===== src/rtl/program_memory_arbiter_if.sv =====
// Bus bundle between the two requesters (fetch and load ports) and the
// program-memory arbiter, including the ROM address/data pair.
interface program_memory_arbiter_if #(
  parameter int DATA_WIDTH = 32
);
  logic                  FetchReq;
  logic [DATA_WIDTH-1:0] FetchAddress;
  logic                  FetchGrant;
  logic                  FetchValid;
  logic [DATA_WIDTH-1:0] FetchData;
  logic                  FetchError;
  logic                  Flush;

  logic                  DataReq;
  logic [DATA_WIDTH-1:0] DataAddress;
  logic                  DataGrant;
  logic                  DataValid;
  logic [DATA_WIDTH-1:0] DataData;
  logic                  DataError;

  logic [DATA_WIDTH-1:0] RomAddress;
  logic [DATA_WIDTH-1:0] RomInstruction;

  // Arbiter side.
  modport slave (
    input  FetchReq, FetchAddress, Flush, DataReq, DataAddress, RomInstruction,
    output FetchGrant, FetchValid, FetchData, FetchError,
    output DataGrant, DataValid, DataData, DataError, RomAddress
  );

  // Requester / ROM side.
  modport master (
    output FetchReq, FetchAddress, Flush, DataReq, DataAddress, RomInstruction,
    input  FetchGrant, FetchValid, FetchData, FetchError,
    input  DataGrant, DataValid, DataData, DataError, RomAddress
  );
endinterface


===== src/rtl/program_memory_arbiter.sv =====
// Two-port round-robin arbiter in front of a combinational-read ROM:
// stage 1 issues the ROM address, stage 2 registers the per-port response.
module program_memory_arbiter #(
  parameter int                    MEMORY_DEPTH = 32,
  parameter int                    DATA_WIDTH   = 32,
  parameter logic [DATA_WIDTH-1:0] BASE_ADDRESS = 32'h0040_0000
) (
  input  logic                     clk,
  input  logic                     reset,
  program_memory_arbiter_if.slave  bus
);

  localparam logic PORT_FETCH = 1'b0;
  localparam logic PORT_DATA  = 1'b1;
  localparam logic [DATA_WIDTH-1:0] LAST_OFFSET = DATA_WIDTH'(4 * MEMORY_DEPTH - 4);

  // Port 0 is fetch, port 1 is data throughout.
  logic [1:0]            req;
  logic [DATA_WIDTH-1:0] addr [2];
  logic [1:0]            grant;

  logic                  rom_owner_winner;
  logic                  transfer;
  logic [DATA_WIDTH-1:0] sel_addr;
  logic [DATA_WIDTH-1:0] sel_offset;
  logic                  addr_below;
  logic                  addr_beyond;
  logic                  addr_misaligned;
  logic                  addr_illegal;

  logic [DATA_WIDTH-1:0] rom_addr_reg, rom_addr_next;
  logic                  owner_reg,    owner_next;
  logic                  pending_reg,  pending_next;
  logic                  err_reg,      err_next;
  logic                  prio_reg,     prio_next;

  logic [1:0]            valid_out;
  logic [1:0]            error_out;
  logic [DATA_WIDTH-1:0] data_out [2];

  assign req     = {bus.DataReq, bus.FetchReq};
  assign addr[0] = bus.FetchAddress;
  assign addr[1] = bus.DataAddress;

  genvar gi;
  generate
    for (gi = 0; gi < 2; gi++) begin : g_grant
      localparam logic PORT_ID = 1'(gi);
      localparam int   OTHER   = 1 - gi;
      // Grants are forced low during reset so nothing is accepted then.
      assign grant[gi] = reset && req[gi] && (!req[OTHER] || (prio_reg == PORT_ID));
    end
  endgenerate

  assign bus.FetchGrant = grant[0];
  assign bus.DataGrant  = grant[1];

  assign transfer         = |grant;
  assign rom_owner_winner = grant[1] ? PORT_DATA : PORT_FETCH;
  assign sel_addr         = grant[1] ? addr[1] : addr[0];

  // The below-base test gates the range test so a wrapped offset cannot look legal.
  assign sel_offset      = sel_addr - BASE_ADDRESS;
  assign addr_below      = (sel_addr < BASE_ADDRESS);
  assign addr_beyond     = !addr_below && (sel_offset > LAST_OFFSET);
  assign addr_misaligned = |sel_addr[1:0];
  assign addr_illegal    = addr_below || addr_beyond || addr_misaligned;

  always_comb begin
    rom_addr_next = rom_addr_reg;
    owner_next    = owner_reg;
    pending_next  = 1'b0;
    err_next      = err_reg;
    prio_next     = prio_reg;
    if (transfer) begin
      owner_next    = rom_owner_winner;
      pending_next  = 1'b1;
      err_next      = addr_illegal;
      rom_addr_next = addr_illegal ? '0 : sel_offset;
      prio_next     = ~rom_owner_winner;
    end
  end

  always_ff @(posedge clk) begin
    if (!reset) begin
      rom_addr_reg <= '0;
      owner_reg    <= PORT_FETCH;
      pending_reg  <= 1'b0;
      err_reg      <= 1'b0;
      prio_reg     <= PORT_FETCH;
    end else begin
      rom_addr_reg <= rom_addr_next;
      owner_reg    <= owner_next;
      pending_reg  <= pending_next;
      err_reg      <= err_next;
      prio_reg     <= prio_next;
    end
  end

  assign bus.RomAddress = rom_addr_reg;

  generate
    for (gi = 0; gi < 2; gi++) begin : g_resp
      localparam logic PORT_ID   = 1'(gi);
      localparam bit   FLUSHABLE = (gi == 0);

      logic                  valid_reg, valid_next;
      logic                  error_reg, error_next;
      logic [DATA_WIDTH-1:0] data_reg,  data_next;
      logic                  killed;

      // Only the fetch port can be flushed, and only its pending response.
      assign killed = FLUSHABLE && bus.Flush;

      always_comb begin
        valid_next = 1'b0;
        error_next = 1'b0;
        data_next  = data_reg;
        if (pending_reg && (owner_reg == PORT_ID) && !killed) begin
          valid_next = 1'b1;
          error_next = err_reg;
          data_next  = err_reg ? '0 : bus.RomInstruction;
        end
      end

      always_ff @(posedge clk) begin
        if (!reset) begin
          valid_reg <= 1'b0;
          error_reg <= 1'b0;
          data_reg  <= '0;
        end else begin
          valid_reg <= valid_next;
          error_reg <= error_next;
          data_reg  <= data_next;
        end
      end

      assign valid_out[gi] = valid_reg;
      assign error_out[gi] = error_reg;
      assign data_out[gi]  = data_reg;
    end
  endgenerate

  assign bus.FetchValid = valid_out[0];
  assign bus.FetchError = error_out[0];
  assign bus.FetchData  = data_out[0];
  assign bus.DataValid  = valid_out[1];
  assign bus.DataError  = error_out[1];
  assign bus.DataData   = data_out[1];

endmodule


===== src/flat_wrapper.sv =====
// flat-port wrapper written by rule: the top's interface ports become plain ports
module program_memory_arbiter_flat 
#(
  parameter int                    MEMORY_DEPTH = 32,
  parameter int                    DATA_WIDTH   = 32,
  parameter logic [DATA_WIDTH-1:0] BASE_ADDRESS = 32'h0040_0000
)
  (clk, reset, bus_FetchReq, bus_FetchAddress, bus_Flush, bus_DataReq, bus_DataAddress, bus_RomInstruction, bus_FetchGrant, bus_FetchValid, bus_FetchData, bus_FetchError, bus_DataGrant, bus_DataValid, bus_DataData, bus_DataError, bus_RomAddress);
  program_memory_arbiter_if #(.DATA_WIDTH(DATA_WIDTH)) bus_i ();
  input  logic clk;
  input  logic reset;
  input wire logic [$bits(bus_i.FetchReq)-1:0] bus_FetchReq;
  input wire logic [$bits(bus_i.FetchAddress)-1:0] bus_FetchAddress;
  input wire logic [$bits(bus_i.Flush)-1:0] bus_Flush;
  input wire logic [$bits(bus_i.DataReq)-1:0] bus_DataReq;
  input wire logic [$bits(bus_i.DataAddress)-1:0] bus_DataAddress;
  input wire logic [$bits(bus_i.RomInstruction)-1:0] bus_RomInstruction;
  output wire logic [$bits(bus_i.FetchGrant)-1:0] bus_FetchGrant;
  output wire logic [$bits(bus_i.FetchValid)-1:0] bus_FetchValid;
  output wire logic [$bits(bus_i.FetchData)-1:0] bus_FetchData;
  output wire logic [$bits(bus_i.FetchError)-1:0] bus_FetchError;
  output wire logic [$bits(bus_i.DataGrant)-1:0] bus_DataGrant;
  output wire logic [$bits(bus_i.DataValid)-1:0] bus_DataValid;
  output wire logic [$bits(bus_i.DataData)-1:0] bus_DataData;
  output wire logic [$bits(bus_i.DataError)-1:0] bus_DataError;
  output wire logic [$bits(bus_i.RomAddress)-1:0] bus_RomAddress;
  assign bus_i.FetchReq = bus_FetchReq;
  assign bus_i.FetchAddress = bus_FetchAddress;
  assign bus_i.Flush = bus_Flush;
  assign bus_i.DataReq = bus_DataReq;
  assign bus_i.DataAddress = bus_DataAddress;
  assign bus_i.RomInstruction = bus_RomInstruction;
  assign bus_FetchGrant = bus_i.FetchGrant;
  assign bus_FetchValid = bus_i.FetchValid;
  assign bus_FetchData = bus_i.FetchData;
  assign bus_FetchError = bus_i.FetchError;
  assign bus_DataGrant = bus_i.DataGrant;
  assign bus_DataValid = bus_i.DataValid;
  assign bus_DataData = bus_i.DataData;
  assign bus_DataError = bus_i.DataError;
  assign bus_RomAddress = bus_i.RomAddress;
  program_memory_arbiter #(.MEMORY_DEPTH(MEMORY_DEPTH), .DATA_WIDTH(DATA_WIDTH), .BASE_ADDRESS(BASE_ADDRESS)) u_core (.clk(clk), .reset(reset), .bus(bus_i));
endmodule

===== config.mk =====
export PLATFORM = sky130hd
export DESIGN_NAME = program_memory_arbiter_flat
export DESIGN_NICKNAME = d
export VERILOG_FILES = /design/src/rtl/program_memory_arbiter_if.sv /design/src/rtl/program_memory_arbiter.sv /design/src/flat_wrapper.sv
export SDC_FILE = /design/constraint.sdc
export NUM_CORES = 1
export LEC_CHECK = 0
export ABC_AREA = 1
export BUFFER_PORTS_ARGS = -buffer_cell sky130_fd_sc_hd__clkbuf_2
export CAP_MARGIN = 20
export CORE_ASPECT_RATIO = 0.6
export CORE_MARGIN = 5
export CORE_UTILIZATION = 51
export CTS_CLUSTER_SIZE = 8
export DETAILED_ROUTE_END_ITERATION = 7
export HOLD_SLACK_MARGIN = 0.1
export PLACE_DENSITY = 0.84
export SYNTH_ARGS = -nofsm -noshare
export SYNTH_HDL_FRONTEND = slang
export SYNTH_SLANG_ARGS = --single-unit

===== constraint.sdc =====
create_clock -name clk -period 3.8 [get_ports clk]
set_input_delay 0.57 -clock clk [delete_from_list [all_inputs] [get_ports clk]]
set_output_delay 0.57 -clock clk [all_outputs]
set_load 0.01 [all_outputs]

After elaboration in Yosys (flattened, before gate mapping)

Index checks and enable logic that the tools add are counted.

Bits in registers: 104
Bits of input ports: 101
Output and inout port bits: 102
Word-level logic and storage cells: 44

$add $sub $neg: 1
$lt $le $gt $ge: 2
Muxes and demuxes: 7
Bitwise operators: 3
Reduce and logical (&&, ||, !) cells: 20

Operator list:

| cell                     | count |
|---|---|
| $mux W32                 | 3 |
| $gt A32 B7 Y1 const B    | 1 |
| $lt A32 B23 Y1 const B   | 1 |
| $sub A32 B23 Y32 const B | 1 |
| $logic_and A1 B1 Y1      | 8 |
| $logic_not A1 Y1         | 4 |
| $logic_or A1 B1 Y1       | 4 |
| $mux W1                  | 4 |
| $reduce_and A2 Y1        | 2 |
| $reduce_or A2 Y1         | 2 |
| $not A1 Y1               | 3 |

Longest topological paths before layout

Depth in word-level cells: 10
Gate-level depth with buffers: 18
Depth with buffers taken out: 18

Least setup slack after synthesis

Ideal clock, no wire load.

Kind: input to register
Start: input bus_DataReq
End: register u_core.err_reg
Library setup time: 132 ps
Data arrival time: 2,009 ps
Setup slack: 1,659 ps
Cell stages on the path: 15
Buffers on the path: 0
Cells stage by stage: nand2_1 > clkinv_2 > nand2_4 > nand2_1 > nand2_1 > ha_1 > nand3_2 > nor2_1 > nand3_1 > nand2_1 > nand3_1 > nor2_4 > nand2_2 > nand2_2 > a21oi_1

Word-level cells in the longest chain between the ends: 8
Elaborated cells on any way between the ends: 15
Those cells by class: add/sub (1); order compare (2); mux (1); reduce/logical (11)

Ends and longest elaborated chain:

| element                                                   | RTL line                                                   | RTL |
|---|---|---|
| start, declared                                           | flat_wrapper.sv:15                                         | `input wire logic [$bits(bus_i.DataReq)-1:0] bus_DataReq;` |
| $logic_and A1 B1 Y1 (2 in series)                         | program_memory_arbiter.sv:51                               | `assign grant[gi] = reset && req[gi] && (!req[OTHER] \|\| (prio_reg == PORT_ID));` |
| $mux W32                                                  | program_memory_arbiter.sv:60                               | `assign sel_addr = grant[1] ? addr[1] : addr[0];` |
| $sub A32 B23 Y32 / $lt A32 B23 Y1 (equally long branches) | program_memory_arbiter.sv:63, program_memory_arbiter.sv:64 |  |
| $gt A32 B7 Y1 / $logic_not A1 Y1 (equally long branches)  | program_memory_arbiter.sv:65                               | `assign addr_beyond = !addr_below && (sel_offset > LAST_OFFSET);` |
| $logic_and A1 B1 Y1                                       | program_memory_arbiter.sv:65                               |  |
| $logic_or A1 B1 Y1 (2 in series)                          | program_memory_arbiter.sv:67                               | `assign addr_illegal = addr_below \|\| addr_beyond \|\| addr_misaligned;` |
| end signal, assigned                                      | program_memory_arbiter.sv:95                               | `err_reg <= err_next;` |
| end, declared                                             | program_memory_arbiter.sv:34                               | `logic err_reg, err_next;` |

Several ways; a longest one is shown, not always the timed one.
A chain may end at the register's enable or synchronous reset.

Final worst setup path

Start: input bus_DataReq
End: register u_core.rom_addr_reg[23], in the netlist u_core.bus.RomAddress[23]

Word-level cells in the longest chain between the ends: 9
Elaborated cells on any way between the ends: 16
Those cells by class: add/sub (1); order compare (2); mux (2); reduce/logical (11)

Ends and longest elaborated chain:

| element                                                   | RTL line                                                   | RTL |
|---|---|---|
| $logic_and A1 B1 Y1 (2 in series)                         | program_memory_arbiter.sv:51                               |  |
| $mux W32                                                  | program_memory_arbiter.sv:60                               |  |
| $sub A32 B23 Y32 / $lt A32 B23 Y1 (equally long branches) | program_memory_arbiter.sv:63, program_memory_arbiter.sv:64 |  |
| $gt A32 B7 Y1 / $logic_not A1 Y1 (equally long branches)  | program_memory_arbiter.sv:65                               |  |
| $logic_and A1 B1 Y1                                       | program_memory_arbiter.sv:65                               |  |
| $logic_or A1 B1 Y1 (2 in series)                          | program_memory_arbiter.sv:67                               |  |
| $mux W32                                                  | program_memory_arbiter.sv:79                               | `rom_addr_next = addr_illegal ? '0 : sel_offset;` |
| end signal, assigned                                      | program_memory_arbiter.sv:92                               | `rom_addr_reg <= rom_addr_next;` |
| end, declared                                             | program_memory_arbiter.sv:31                               | `logic [DATA_WIDTH-1:0] rom_addr_reg, rom_addr_next;` |

Several ways; a longest one is shown, not always the timed one.

==> flow_metrics.py <==
metrics = {
    "floorplan": {
        "start_util_pct": 52.7,
        "ios": 203,
        "fp.dieW_um": 131,
        "rows": 26,
        "die_area_sq_um": 10900,
        "coreArea_sq_um": 8560,
        "die_h_um": 82.9,
    },
    "clock_network": {
        "cts_tree": "yes",
        "h-tree-depth": 3,
        "clockBufferDepth": 2,
        "cts_resized": 0,
        "root_buffer": "clkbuf_16",
        "path_clk_slew_ns": 0.06,
        "post_cts_buffers": 0,
        "clkLatencyLatePin_ns": 0.34,
        "clock-sinks": 104,
        "cts_inserted_buffers": 9,
        "postCtsHoldBufs": 0,
    },
    "worst_hold_path": {
        "hold_depth": 2,
        "hold_path_class": "reg -> reg",
    },
    "power_and_ir_drop": {
        "internal_power_mw": 1.73,
        "p_leak_nw": 3.20,
        "cellPowerDensity_nw_per_um2": 411,
        "swShare_pct": 27.0,
        "p_switching_mw": 0.640,
        "ir_drop_v": 0.000360,
        "power_frac_comb_pct": 14.5,
        "p_clk_share_pct": 36.2,
        "seqPwrFrac_pct": 49.2,
    },
    "layout": {
        "fin_util_pct": 67.4,
        "drive_gt1_share_pct": 30.7,
        "layout_common_cells": "clkbuf_2 (202), nand2_1 (146), dfxtp_1 (104)",
        "fillCellCount": 722,
        "nets": 908,
        "multi_input_area_sq_um": 1930,
        "antenna_cells": 0,
        "syn_to_final_growth_pct": 27.8,
        "final_common_cell": "clkbuf_2",
        "ff_latch_area_sq_um": 2080,
    },
    "global_routing": {
        "grt_pass1_vias": 4471,
        "antenna_found_initial": 0,
        "grt_overflow": 0,
        "grt_pass1_wl_mm": 21.6,
        "grt_usage_pct": 23.5,
        "grt_max_degree": 83,
    },
    "sta": {
        "worstMarginPinSlew_ns": 0.932,
        "rsz0062_at_grt": "no",
        "hold_viol": 0,
        "drv_slew": 0,
        "maxSlewHeadroom_pct": 37.8,
        "postLayoutSetupSlackWorst_ns": 1.13,
        "period_needed_ns": 2.67,
        "setup_tns_ns": 0,
        "max_freq_ghz": 0.375,
        "setup_viol": 0,
        "fin_crit_sh_pct": 70.2,
        "fin_skew_ns": 0.00780,
    },
    "critical_path": {
        "end_kind": "flip-flop",
        "endpoint": "u_core.bus.RomAddress[23]",
        "reg2reg_slack_ns": 1.30,
        "worst_r2r_path_depth": 16,
        "startpoint": "bus_DataReq",
        "critPathLaunchType": "primary input",
        "cp_max_fo": 37,
        "reg2reg_from": "u_core.prio_reg",
        "path_class": "in -> reg",
        "worstPathArrival_ns": 2.94,
        "worstPathRequired_ns": 4.07,
        "r2r-end": "u_core.bus.RomAddress[23]",
    },
    "placement": {
        "io_buffer_count": 202,
        "gp_congestion": 0.915,
        "place_hpwl_mm": 9.85,
        "dp_slack_ns": 0.804,
    },
    "logic_synthesis": {
        "synth_cell_types": 31,
        "netlist_instances": 628,
        "yosys_warnings": 0,
        "avgSynthCellArea_sq_um": 7.18,
        "ys_seq_area_share_pct": 46.1,
        "syn_nets": 730,
        "ys_ff_latch": 104,
        "netlist_area_sq_um": 4510,
    },
    "drt": {
        "drtPass1Iterations": 5,
        "post-route-drc-count": 0,
        "drt.antenna.violating_nets": 0,
        "drt_iter0_drc": 339,
        "vias": 4615,
        "wl_per_cell_um": 14.2,
        "routed_via_density": 5.00,
        "drt_wl_total_mm": 13.1,
    },
    "job": {
        "maxCapViolCount": 0,
    },
    "status": {
        "status": "finished clean",
    },
}
==> cells in the mapped netlist <==
cell type  number  area (sq um)
a211oi_1        1          7.51
a21oi_1        59           295
buf_1           3          11.3
buf_2           4          20.0
buf_4           2          15.0
buf_6           5          56.3
buf_8           1          15.0
clkbuf_1       22          82.6
clkinv_2        1          5.00
dfxtp_1       104          2080
ha_1            1          12.5
inv_1          78           293
inv_2           3          11.3
nand2_1       146           548
nand2_2         8          50.1
nand2_4         2          22.5
nand3_1        38           190
nand3_2         5          50.1
nand3_4         1          17.5
nand3b_1       14           105
nand3b_2        1          11.3
nand4_1         1          6.26
nor2_1         57           214
nor2_2          2          12.5
nor2_4          2          22.5
nor2_8          1          20.0
nor3_1          3          15.0
o21ai_0        59           295
o21ai_1         2          10.0
o21ai_2         1          8.76
or2_2           1          6.26
==> layout make-up <==
cell class,instances,area share (%)
Sequential cell,104,36.1
Timing Repair Buffer,204,17.8
Clock buffer,10,4.14
Tap cell,112,2.43
Clock inverter,6,0.760
Multi-Input combinational cell,405,33.4
Inverter,82,5.36
==> metrics by stage <==
stage / total power, mW / std cells / instance area, sq um / hold slack (ns)
after global placement: 1.52 / 907 / 5480 / 0.430
after global routing: 2.49 / 923 / 5770 / 0.463
after detailed placement: 1.53 / 907 / 5480 / 0.433
final: 2.37 / 923 / 5770 / 0.439
after CTS: 2.38 / 923 / 5770 / 0.443
after floorplan: 1.40 / 628 / 4510 / 0.460
==> how the worst min path moves through the flow <==
stage	startpoint	to
floorplan	u_core.bus.RomAddress[0]	u_core.bus.RomAddress[0]
global placement	u_core.bus.RomAddress[1]	u_core.bus.RomAddress[1]
detailed placement	u_core.bus.RomAddress[1]	u_core.bus.RomAddress[1]
CTS	u_core.bus.RomAddress[1]	u_core.bus.RomAddress[1]
global route	u_core.bus.RomAddress[0]	u_core.bus.RomAddress[0]
finish	u_core.bus.RomAddress[1]	u_core.bus.RomAddress[1]
==> kinds of logic after synthesis <==
family,count (synthesis),share of synthesized area (%)
simple gates,282,28.6
buf+inv,119,11.3
fa+ha+maj,1,0.277
compound gates,122,13.7
flops,104,46.1
==> worst max-delay path: stages <==
cell      delay, ns
clkbuf_2       0.09
nand2_1        0.08
clkinv_2       0.27
nand2_4        0.40
nand2_1        0.12
nand2_1        0.17
ha_1           0.24
nand3_2        0.12
nor2_1         0.13
nand3_1        0.08
nand2_1        0.07
nand3_1        0.13
nor2_4         0.19
nand2_2        0.07
nand2_2        0.06
nand2_2        0.05
nor2_1         0.11
==> power groups by stage <==
stage | registers (mW) | clock network, mW | logic, mW
after global routing | 1.17 | 0.927 | 0.389
final | 1.17 | 0.858 | 0.344
after floorplan | 1.20 | 0 | 0.200
after global placement | 1.19 | 0 | 0.333
after CTS | 1.16 | 0.874 | 0.344
after detailed placement | 1.19 | 0 | 0.343
==> metal layers <==
metal / GRT usage (%) / part of all wire (%)
met5: 0 / 0
met4: 5.32 / 1.4
met3: 6.88 / 6.9
met2: 38.0 / 47
met1: 31.3 / 45
Note: power is estimated with default switching activity, not from simulation.
